==> src/rtl/tick_period_monitor.sv <==
`default_nettype none
// ============================================================================
//  Module      : tick_period_monitor
//  Description : Checks the interval between single-cycle ticks from an
//                upstream modulo counter. Declares lock after LOCK_N
//                consecutive on-time intervals, flags early and missing
//                ticks with a one-cycle err pulse, and keeps a saturating
//                violation count.
//
//  Ports       : clk         - clock, all state updates on posedge
//                rst         - synchronous reset, active-high
//                tick        - single-cycle event from upstream counter
//                locked      - 1 while in LOCKED state
//                err         - registered one-cycle pulse per violation
//                err_cnt     - saturating count of violations
//                gap         - cycles since the last accepted tick
//                err_sticky  - (optional) set on first violation, held
//                              until rst
//
//  Options     : TICK_PERIOD_MON_STICKY_EN - adds err_sticky; once set, the
//                block is prevented from re-entering LOCKED until reset.
//
//  Revision    : 1.0 - initial release
// ============================================================================
module tick_period_monitor #(
    parameter int PERIOD = 10,
    parameter int CNT_W  = 5,
    parameter int LOCK_N = 2,
    parameter int ERR_W  = 4
) (
    input  logic             clk,
    input  logic             rst,
    input  logic             tick,
    output logic             locked,
    output logic             err,
    output logic [ERR_W-1:0] err_cnt,
    output logic [CNT_W-1:0] gap
`ifdef TICK_PERIOD_MON_STICKY_EN
    ,
    output logic             err_sticky
`endif
);

    localparam logic [CNT_W-1:0] c_period  = CNT_W'(PERIOD);
    localparam logic [CNT_W-1:0] c_gap_max = {CNT_W{1'b1}};
    localparam logic [ERR_W-1:0] c_cnt_max = {ERR_W{1'b1}};
    localparam logic [3:0]       c_lock_n  = 4'(LOCK_N);

    typedef enum logic [1:0] {
        S_IDLE   = 2'd0,
        S_ACQ    = 2'd1,
        S_LOCKED = 2'd2
    } state_t;

    state_t           r_state;
    state_t           w_state_nxt;
    logic [CNT_W-1:0] r_gap;
    logic [CNT_W-1:0] w_gap_nxt;
    logic [CNT_W-1:0] w_gap_inc;
    logic [2:0]       r_good;
    logic [2:0]       w_good_nxt;
    logic [3:0]       w_good_inc;
    logic             w_viol;
    logic             w_on_time;
    logic             w_early;
    logic             w_miss;
    logic             w_lock_block;
    logic             r_err;
    logic             r_locked;
    logic [ERR_W-1:0] r_err_cnt;

`ifdef TICK_PERIOD_MON_STICKY_EN
    logic r_err_sticky;

    always_ff @(posedge clk) begin
        if (rst) begin
            r_err_sticky <= 1'b0;
        end else if (w_viol) begin
            r_err_sticky <= 1'b1;
        end
    end

    assign err_sticky   = r_err_sticky;
    assign w_lock_block = r_err_sticky;
`else
    assign w_lock_block = 1'b0;
`endif

    // Interval classification. Outside IDLE the gap counter never passes
    // PERIOD, so "early" covers every tick that is not exactly on time and
    // can never coincide with a miss.
    assign w_on_time  = tick && (r_gap == c_period);
    assign w_early    = tick && (r_gap != c_period);
    assign w_miss     = !tick && (r_gap == c_period);
    assign w_gap_inc  = (r_gap == c_gap_max) ? r_gap : r_gap + CNT_W'(1);
    assign w_good_inc = {1'b0, r_good} + 4'd1;

    always_comb begin
        w_state_nxt = r_state;
        w_gap_nxt   = r_gap;
        w_good_nxt  = r_good;
        w_viol      = 1'b0;

        case (r_state)
            S_IDLE: begin
                if (tick) begin
                    w_state_nxt = S_ACQ;
                    w_good_nxt  = 3'd0;
                    w_gap_nxt   = CNT_W'(1);
                end else begin
                    w_gap_nxt   = '0;
                end
            end

            S_ACQ: begin
                if (w_on_time) begin
                    w_gap_nxt = CNT_W'(1);
                    if (w_good_inc == c_lock_n) begin
                        // A blocked lock leaves the count parked below LOCK_N.
                        if (!w_lock_block) begin
                            w_state_nxt = S_LOCKED;
                            w_good_nxt  = w_good_inc[2:0];
                        end
                    end else begin
                        w_good_nxt = w_good_inc[2:0];
                    end
                end else if (w_early) begin
                    // Early tick restarts acquisition from this tick.
                    w_viol     = 1'b1;
                    w_good_nxt = 3'd0;
                    w_gap_nxt  = CNT_W'(1);
                end else if (w_miss) begin
                    w_viol      = 1'b1;
                    w_state_nxt = S_IDLE;
                    w_good_nxt  = 3'd0;
                    w_gap_nxt   = '0;
                end else begin
                    w_gap_nxt = w_gap_inc;
                end
            end

            S_LOCKED: begin
                if (w_on_time) begin
                    w_gap_nxt = CNT_W'(1);
                end else if (w_early) begin
                    w_viol      = 1'b1;
                    w_state_nxt = S_ACQ;
                    w_good_nxt  = 3'd0;
                    w_gap_nxt   = CNT_W'(1);
                end else if (w_miss) begin
                    w_viol      = 1'b1;
                    w_state_nxt = S_IDLE;
                    w_good_nxt  = 3'd0;
                    w_gap_nxt   = '0;
                end else begin
                    w_gap_nxt = w_gap_inc;
                end
            end

            default: begin
                w_state_nxt = S_IDLE;
                w_good_nxt  = 3'd0;
                w_gap_nxt   = '0;
            end
        endcase
    end

    always_ff @(posedge clk) begin
        if (rst) begin
            r_state   <= S_IDLE;
            r_gap     <= '0;
            r_good    <= 3'd0;
            r_err     <= 1'b0;
            r_locked  <= 1'b0;
            r_err_cnt <= '0;
        end else begin
            r_state  <= w_state_nxt;
            r_gap    <= w_gap_nxt;
            r_good   <= w_good_nxt;
            r_err    <= w_viol;
            // Decoding the next state keeps locked aligned with r_state.
            r_locked <= (w_state_nxt == S_LOCKED);
            if (w_viol && (r_err_cnt != c_cnt_max)) begin
                r_err_cnt <= r_err_cnt + ERR_W'(1);
            end
        end
    end

    assign locked  = r_locked;
    assign err     = r_err;
    assign err_cnt = r_err_cnt;
    assign gap     = r_gap;

endmodule
`default_nettype wire

==> config.mk <==
export PLATFORM = sky130hd
export DESIGN_NAME = tick_period_monitor
export DESIGN_NICKNAME = d
export VERILOG_FILES = /design/src/rtl/tick_period_monitor.sv
export SDC_FILE = /design/constraint.sdc
export NUM_CORES = 1
export LEC_CHECK = 0
export ABC_CLOCK_PERIOD_IN_PS = 3000
export CORE_MARGIN = 3
export CORE_UTILIZATION = 52
export DETAILED_ROUTE_END_ITERATION = 7
export GPL_ROUTABILITY_DRIVEN = 0
export GPL_TIMING_DRIVEN = 1
export PLACE_DENSITY = 0.87
export SLEW_MARGIN = 20
export SYNTH_ARGS = -nofsm -noshare
export SYNTH_HDL_FRONTEND = slang
export SYNTH_SLANG_ARGS = --single-unit
export TNS_END_PERCENT = 20
==> constraint.sdc <==
create_clock -name clk -period 3 [get_ports clk]
set_clock_uncertainty 0.05 [all_clocks]
set_input_delay 0.6 -clock clk [delete_from_list [all_inputs] [get_ports clk]]
set_output_delay 0.6 -clock clk [all_outputs]
set_load 0.01 [all_outputs]
==> flow_metrics.py, run 1 <==
metrics = {
    "sta": {
        "relSlewSlack": 0.608,
        "fin_crit_sh": 0.871,
        "slew_violations": 0,
        "hold_violations": 0,
        "worst_pin_slew_ns": 0.586,
        "setup_viol_count_final": 0,
        "clock.fmax_mhz": 383,
        "timing.setup.tns_ns": 0,
        "rsz0062_at_grt": "no",
        "fin_crit_ns": 2.61,
        "hold_slack_ns": 0.476,
    },
    "clocking": {
        "htree_levels": 1,
        "cts_buffers": 3,
        "clk_latency_ns": 0.28,
        "cts.sinks": 16,
        "ctsHoldBuffers": 0,
        "clk_pin_slew_ns": 0.09,
        "root_buffer": "clkbuf_4",
        "cts_tree": "yes",
        "ctsLongestPathBuffers": 2,
        "cts_resized": 0,
        "cts_setup_buffers": 0,
    },
    "synth": {
        "synthFlopType": "dfxtp_1",
        "synth_area_um2": 972,
        "ys_seq_elements": 16,
        "synth-warning-count": 0,
        "synth.top_cells.by_area": "dfxtp_1, ha_1, nor2_1, a21oi_1, inv_1",
        "yosys-top-cells-count": "dfxtp_1, nor2_1, ha_1, a21oi_1",
        "synth_enable_flop_cells": 0,
        "synth-async-reset-ratio": 0,
        "yosysSeqAreaShare": 0.329,
        "synth.most_common_cell": "dfxtp_1",
        "syn_inst": 112,
        "avgSynthCellArea_um2": 8.68,
        "synth_top_area_cell": "dfxtp_1",
        "synth.net_count": 128,
        "synth.top_cell.area_share": 0.329,
        "ys_types": 38,
    },
    "power_and_ir_drop": {
        "power.leakage_nw": 0.473,
        "power_density_nw_per_um2": 371,
        "ir_worst_vdd_uv": 395,
        "power_w": 0.000435,
    },
    "placement": {
        "dp.final_hpwl_um": 1610,
        "io_buffers": 13,
        "postPlaceCellArea_um2": 1140,
        "placed_cells": 150,
    },
    "status": {
        "outcome": "completed",
    },
    "drt": {
        "drt_iter0_drc": 21,
        "drt_pass1_iterations": 4,
        "viasPerCell": 5.79,
        "wl_per_cell_um": 13.6,
        "drt_wl_total_um": 2090,
        "route.detailed.drc": 0,
        "antenna_left": 0,
        "num_vias": 891,
    },
    "critical_path": {
        "critPathLaunchType": "input pin",
        "cp-end-kind": "flop",
        "critPathKind": "in -> reg",
        "r2r_slack_ns": 0.47,
        "worstPathRequired_ns": 3.16,
        "path_max_fanout": 6,
        "worstPathArrival_ns": 2.77,
    },
    "grt": {
        "antenna_found_initial": 0,
        "grt_max_degree": 17,
        "overflow": 0,
        "grt_pass1_wl_um": 3730,
        "grt_use_total": 0.190,
        "grt_pass1_vias": 889,
    },
    "cells_and_area": {
        "final_nets": 146,
        "fill_cells": 141,
        "final-seq-area_um2": 320,
        "fin_area_um2": 1170,
        "multi_input_area_um2": 622,
        "final_cells": 154,
        "antennaDiodeCount": 0,
        "layout-drive-gt1-share": 0.0620,
        "syn_to_final_growth_pct": 20.7,
    },
    "floorplan": {
        "start_util": 0.557,
        "die_x_um": 49.2,
        "num_rows": 15,
        "die_area_um2": 2420,
        "die_y_um": 49.2,
        "core_um2": 1750,
        "io_pins": 14,
    },
    "worst_hold_path": {
        "hold_class": "reg -> reg",
    },
    "flow_run": {
        "cap_violations": 0,
    },
}
-- registers in the layout (all words and copies together), names as in the netlist --
register	flops
err_cnt	4
locked	1
r_state	2
r_good	3
gap	5
err	1
-- worst max-delay path: stages --
cell and delay, ns:
clkdlybuf4s50_1 0.55, inv_1 0.09, ha_1 0.27, or4_4 0.59, or4_1 0.52, a21oi_1 0.14
-- metrics by stage --
step                       util  setup slack [ns]
after detailed placement  0.652             0.101
final                     0.672             0.386
after global routing      0.672             0.308
after global placement    0.652             0.181
after floorplan               -             0.592
after CTS                 0.672             0.384
-- area by class of cell --
| cell class | count | share of cell area |
|---|---|---|
| clock buffers | 4 | 0.0309 |
| inverters | 7 | 0.0224 |
| multi-input cells | 88 | 0.530 |
| flip-flops and latches | 16 | 0.273 |
| well taps | 25 | 0.0267 |
| repair buffers | 14 | 0.117 |
-- power breakdown --
part	total (W)	switching, W	internal [W]	leakage, nW
combinational	0.0000717	0.0000379	0.0000338	0.322
sequential	0.000224	0.00000625	0.000217	0.130
clock	0.000140	0.0000660	0.0000737	0.0210
total	0.000435	0.000110	0.000325	0.473
-- metal layers --
layer | up-vias | wire (um) | track usage
li1 | 433 | - | -
met1 | 432 | 909 | 0.221
met2 | 24 | 1060 | 0.350
met3 | 2 | 104 | 0.0336
met4 | 0 | 15 | 0.0521
met5 | - | 0 | 0
-- cells in the final DEF, fill, tap and decap left out, types with 2 or more instances in the layout --
master           instances
dfxtp_1                 16
nor2_1                  14
ha_1                    13
clkdlybuf4s50_1         13
a21oi_1                 10
inv_1                    7
nand2_1                  7
o21ai_0                  4
nand4_1                  3
nand3_1                  3
clkbuf_4                 3
xor2_1                   2
a22oi_1                  2
nor2b_1                  2
and2b_1                  2
a21o_1                   2
nor3b_1                  2
-- path summary, 6_finish.rpt --
kind              from   endpoint  cells after the start
max               tick     gap[3]                      6
min          r_good[2]  r_good[2]                      1
max reg2reg     gap[0]     gap[3]                      8
min reg2reg  r_good[2]  r_good[2]                      1
-- logic make-up after synthesis --
kind of cell	share of synthesized area
flip-flops	0.329
buffers and inverters	0.0309
AND/OR/NAND/NOR	0.248
adder cells (fa/ha/maj)	0.167
AO/OA/AOI/OAI	0.187
XOR/XNOR	0.0270
multiplexers	0.0103
No activity file was read; power rests on OpenSTA's default activity.
==> inputs of run 2 (changes only) <==
- CORE_MARGIN: 3 -> not set
- SETUP_SLACK_MARGIN: not set -> 0.5
==> run 2 against run 1 <==
  * Largest power group unchanged
  * Critical path type is now reg -> reg
  * Clock power up 8%
  * Critical path depth up 3
  * Design area up 1.1%
  * Global-route usage up 4.3 points
  * Critical endpoint unchanged
  * Core utilization up 0.72 points
  * Non-clock buffer count unchanged
  * First-iteration DRC count down 33%
  * Largest cell class unchanged
  * Setup slack better by 0.18 ns
  * Sequential share of layout area about the same
  * Combinational power about the same
==> flow_metrics.py, run 2 (same netlist as run 1, synthesis figures left out) <==
metrics = {
    "status": {
        "outcome": "completed",
    },
    "clocking": {
        "clk_pin_slew_ns": 0.10,
        "ctsLongestPathBuffers": 2,
        "htree_levels": 1,
        "ctsHoldBuffers": 0,
        "root_buffer": "clkbuf_4",
        "clk_latency_ns": 0.31,
        "cts_buffers": 3,
        "cts_setup_buffers": 0,
        "cts.sinks": 16,
        "cts_tree": "yes",
    },
    "sta": {
        "setup_slack_ns": 0.561,
        "slew_violations": 0,
        "fin_crit_ns": 2.44,
        "hold_violations": 0,
        "timing.setup.tns_ns": 0,
        "worst_pin_slew_ns": 0.616,
        "setup_viol_count_final": 0,
        "clock.fmax_mhz": 410,
        "rsz0062_at_grt": "no",
        "fin_crit_sh": 0.813,
        "relSlewSlack": 0.588,
    },
    "grt": {
        "antenna_found_initial": 0,
        "grt_pass1_vias": 793,
        "grt_use_total": 0.233,
        "overflow": 0,
        "grt_max_degree": 17,
        "grt_pass1_wl_um": 3370,
    },
    "critical_path": {
        "crit_path_cell_trace": "inv_1 -> ha_1 -> nand4bb_1 -> inv_1 -> ha_1 -> nand2b_4 -> or4_4 -> or4_4 -> a21oi_2",
        "crit_family": "simple AND/OR/NAND/NOR gates",
        "critical_path.slowest_cell": "or4_4",
        "timing.critical_path.from": "gap[0]",
        "r2r_slack_ns": 0.56,
        "path_buf_inv": 2,
        "path_depth": 9,
        "r2r-end": "gap[3]",
        "critPathLaunchType": "flop",
        "cp-end-kind": "flop",
        "path_max_fanout": 6,
        "max_stage_delay_ns": 0.54,
        "worstPathRequired_ns": 3.19,
        "reg2reg_depth": 9,
        "critPathKind": "reg -> reg",
        "cp-endpoint": "gap[3]",
        "worstPathArrival_ns": 2.63,
        "worst_r2r_startpoint": "gap[0]",
    },
    "drt": {
        "wl_per_cell_um": 14.1,
        "drt_iter0_drc": 14,
        "drt_wl_total_um": 2170,
        "antenna_left": 0,
        "route.detailed.drc": 0,
        "viasPerCell": 5.69,
        "drt_pass1_iterations": 4,
        "num_vias": 876,
    },
    "power_and_ir_drop": {
        "power_density_nw_per_um2": 376,
        "power_w": 0.000446,
        "power.leakage_nw": 0.474,
        "ir_worst_vdd_uv": 304,
    },
    "cells_and_area": {
        "fill_cells": 151,
        "syn_to_final_growth_pct": 22.0,
        "final_common_cell": "dfxtp_1",
        "layout-drive-gt1-share": 0.0930,
        "largest_reg_flops": 5,
        "final_cell_mix": "dfxtp_1, nor2_1, ha_1, clkdlybuf4s50_1, a21oi_1",
        "final_nets": 146,
        "antennaDiodeCount": 0,
        "utilization": 0.680,
    },
    "floorplan": {
        "core_um2": 1750,
        "num_rows": 15,
        "die_area_um2": 2050,
        "io_pins": 14,
        "die_x_um": 45.2,
        "start_util": 0.557,
        "die_y_um": 45.2,
    },
    "placement": {
        "io_buffers": 13,
        "dp.final_hpwl_um": 1540,
        "pre_cts_slack_ns": 0.0827,
    },
    "flow_run": {
        "cap_violations": 0,
    },
    "worst_hold_path": {
        "hold_class": "reg -> reg",
    },
}
[run 2: changes by cell type in the layout (fill, tap and decap cells not counted), sizes merged]
cell	change
dlygate4sd2	+1
clkdlybuf4s50	-1
[run 2: area by class of cell]
cell class	instances	area, um2	share of cell area
inverters	7	26.3	0.0222
flip-flops and latches	16	324	0.273
clock buffers	4	36.3	0.0306
well taps	25	31.3	0.0264
multi-input cells	88	632	0.533
repair buffers	14	136	0.115
[run 2: worst min path at each step]
stage               depth (start not counted)  slack (ns)         to       from
global route                                2        0.49     gap[0]     gap[0]
floorplan                                   2        0.42  r_good[1]  r_good[1]
detailed placement                          1        0.45  r_good[2]  r_good[2]
global placement                            2        0.43  r_good[1]  r_good[1]
CTS                                         2        0.46     gap[0]     gap[0]
finish                                      1        0.47  r_good[2]  r_good[2]
[run 2: report_power, final]
group,internal (W),total (W),switching (W)
registers,0.000218,0.000224,0.00000603
logic,0.0000336,0.0000715,0.0000379
clock network,0.0000742,0.000151,0.0000771
[run 2: metrics by stage]
step | hold WS (ns) | std cells | area [um2]
3_5_place_dp | 0.448 | 150 | 1140
6_report | 0.468 | 154 | 1190
4_1_cts | 0.464 | 154 | 1170
2_1_floorplan | 0.416 | 112 | 972
5_1_grt | 0.491 | 154 | 1190
3_3_place_gp | 0.427 | 150 | 1140
[run 2: per-layer routing]
metal | wire length [um] | part of all wire | global-route usage
met5 | 0 | 0 | 0
met1 | 919 | 0.42 | 0.275
met3 | 137 | 0.063 | 0.0680
met2 | 1070 | 0.49 | 0.380
met4 | 38 | 0.018 | 0.121
[run 2: repair_timing]
| action | CTS | global route |
|---|---|---|
| pin swaps | 0 | 1 |
| endpoints found under the setup margin | 2 | 2 |
| resized for setup | 2 | 4 |
==> inputs of run 3 (changes only) <==
- ABC_CLOCK_PERIOD_IN_PS: 3000 -> 2200
- CORE_UTILIZATION: 52 -> 47
- PLACE_DENSITY: 0.87 -> 0.83
- clock period: 3 -> 2.2 ns (I/O delays scaled with it)
==> run 3 against run 2 <==
  * The flow now finishes with violations (setup timing)
  * Via count grew 11%
  * Non-clock buffer count grew 18
  * Critical path depth is the same
  * Global-route usage grew 0.12 points
  * Clock power grew 34%
  * First-iteration DRC count grew 14%
  * Power grew 49%
  * Combinational power grew 120%
  * Core utilization grew 9.0 points
  * Design area grew 27%
  * Flip-flop and latch count is the same
==> flow_metrics.py, run 3 (same netlist as run 1, synthesis figures left out) <==
metrics = {
    "status": {
        "outcome": "finished with violations",
        "failed_checks": "setup timing",
    },
    "cells_and_area": {
        "multi_input_area_um2": 764,
        "fin_area_um2": 1510,
        "fill_cells": 129,
        "syn_to_final_growth_pct": 55.3,
        "layout-drive-gt1-share": 0.381,
        "final_common_cell": "buf_4",
        "largest_reg_flops": 5,
        "antennaDiodeCount": 0,
        "final-seq-area_um2": 337,
        "final_nets": 164,
        "utilization": 0.770,
        "final_cell_mix": "buf_4, nor2_1, ha_1",
    },
    "power_and_ir_drop": {
        "power.leakage_nw": 0.722,
        "ir_worst_vdd_uv": 338,
        "power_w": 0.000665,
        "power_density_nw_per_um2": 441,
    },
    "drt": {
        "drt_pass1_iterations": 4,
        "antenna_left": 0,
        "wl_per_cell_um": 15.1,
        "num_vias": 969,
        "viasPerCell": 5.57,
        "route.detailed.drc": 0,
        "drt_iter0_drc": 16,
        "drt_wl_total_um": 2630,
    },
    "sta": {
        "slew_violations": 0,
        "hold_violations": 0,
        "fin_crit_sh": 1.00,
        "rsz0062_at_grt": "yes",
        "clock.fmax_mhz": 454,
        "setup_viol_count_final": 1,
        "timing.setup.tns_ns": -0.000661,
        "setup_slack_ns": -0.000661,
        "relSlewSlack": 0.575,
        "fin_crit_ns": 2.20,
        "worst_pin_slew_ns": 0.636,
    },
    "grt": {
        "antenna_found_initial": 0,
        "grt_pass1_vias": 838,
        "overflow": 0,
        "grt_max_degree": 13,
        "grt_pass1_wl_um": 3640,
        "grt_use_total": 0.234,
    },
    "critical_path": {
        "cp-end-kind": "flop",
        "critPathKind": "reg -> reg",
        "worstPathRequired_ns": 2.38,
        "critPathLaunchType": "flop",
        "r2r-end": "gap[2]",
        "worst_r2r_startpoint": "gap[0]",
        "critical_path.slowest_cell": "or4b_4",
        "cp_common_cell": "ha_4",
        "reg2reg_depth": 9,
        "r2r_slack_ns": -0.0007,
        "path_max_fanout": 3,
        "crit_path_cell_trace": "inv_2 -> ha_4 -> nand4bb_4 -> inv_4 -> ha_4 -> nand2b_4 -> or4_4 -> or4b_4 -> a21oi_2",
        "max_stage_delay_ns": 0.49,
        "worstPathArrival_ns": 2.38,
    },
    "clocking": {
        "root_buffer": "clkbuf_4",
        "ctsLongestPathBuffers": 2,
        "cts.sinks": 16,
        "cts_tree": "yes",
        "htree_levels": 1,
        "cts_buffers": 3,
        "clk_latency_ns": 0.29,
        "clk_pin_slew_ns": 0.11,
        "ctsHoldBuffers": 0,
    },
    "placement": {
        "postPlaceCellArea_um2": 1300,
        "dp.final_hpwl_um": 1780,
        "pre_cts_slack_ns": -0.397,
        "io_buffers": 13,
    },
    "flow_run": {
        "cap_violations": 0,
    },
    "floorplan": {
        "die_area_um2": 2250,
        "start_util": 0.496,
        "core_um2": 1960,
        "num_rows": 16,
        "die_y_um": 47.5,
        "die_x_um": 47.5,
        "io_pins": 14,
    },
    "worst_hold_path": {
        "holdPathStages": 2,
        "min_from": "r_good[1]",
        "hold_path_end": "r_good[1]",
        "hold_class": "reg -> reg",
    },
}
==> run 3: cell type report <==
class                      instances  share of cell area
inverter                           7              0.0191
timing repair buffer              32               0.205
multi-input combinational         88               0.506
tap                               27              0.0224
clock buffer                       4              0.0240
sequential                        16               0.223
==> run 3: timing repair <==
action / CTS / global route
buffers inserted: 0 / 3
endpoints found under the setup margin: 24 / 24
pin swaps: 3 / 10
gates resized for setup: 11 / 30
==> run 3: worst max-delay path by stage <==
| stage | to | from | slack, ns | cells past startpoint |
|---|---|---|---|---|
| 2_1_floorplan | gap[3] | gap[0] | -0.04 | 9 |
| 3_3_place_gp | gap[3] | tick | -0.32 | 7 |
| 3_5_place_dp | locked | tick | -0.40 | 9 |
| 4_1_cts | gap[2] | gap[0] | 0.05 | 9 |
| 5_1_grt | gap[2] | gap[0] | -0.03 | 9 |
| 6_report | gap[2] | gap[0] | -0.0007 | 9 |
==> run 3: worst max-delay path: cells and delay by family (launching register included) <==
kind	cells	cell delay, ns
AOI/OAI and AO/OA	1	0.14
adders and majority gates	2	0.30
buffers and inverters	2	0.10
DFF	1	0.37
and+or+nand+nor	4	1.17
==> run 3: report_power, final <==
| group | total [W] | leakage, nW | switching [W] | internal [W] |
|---|---|---|---|---|
| sequential | 0.000304 | 0.134 | 0.00000798 | 0.000296 |
| combinational | 0.000158 | 0.566 | 0.0000760 | 0.0000819 |
| clock | 0.000203 | 0.0210 | 0.000102 | 0.000101 |
| total | 0.000665 | 0.722 | 0.000186 | 0.000479 |
==> run 3: metal layers <==
layer	track usage	wire length, um	vias up
met4	0.0400	22	0
li1	-	-	473
met1	0.291	1130	459
met2	0.414	1350	33
met3	0.0566	127	4
met5	0	0	-
==> run 3: through the flow <==
step / hold WS [ns] / cells
floorplan: 0.416 / 112
global placement: 0.425 / 167
detailed placement: 0.457 / 167
CTS: 0.469 / 171
global route: 0.498 / 174
finish: 0.471 / 174
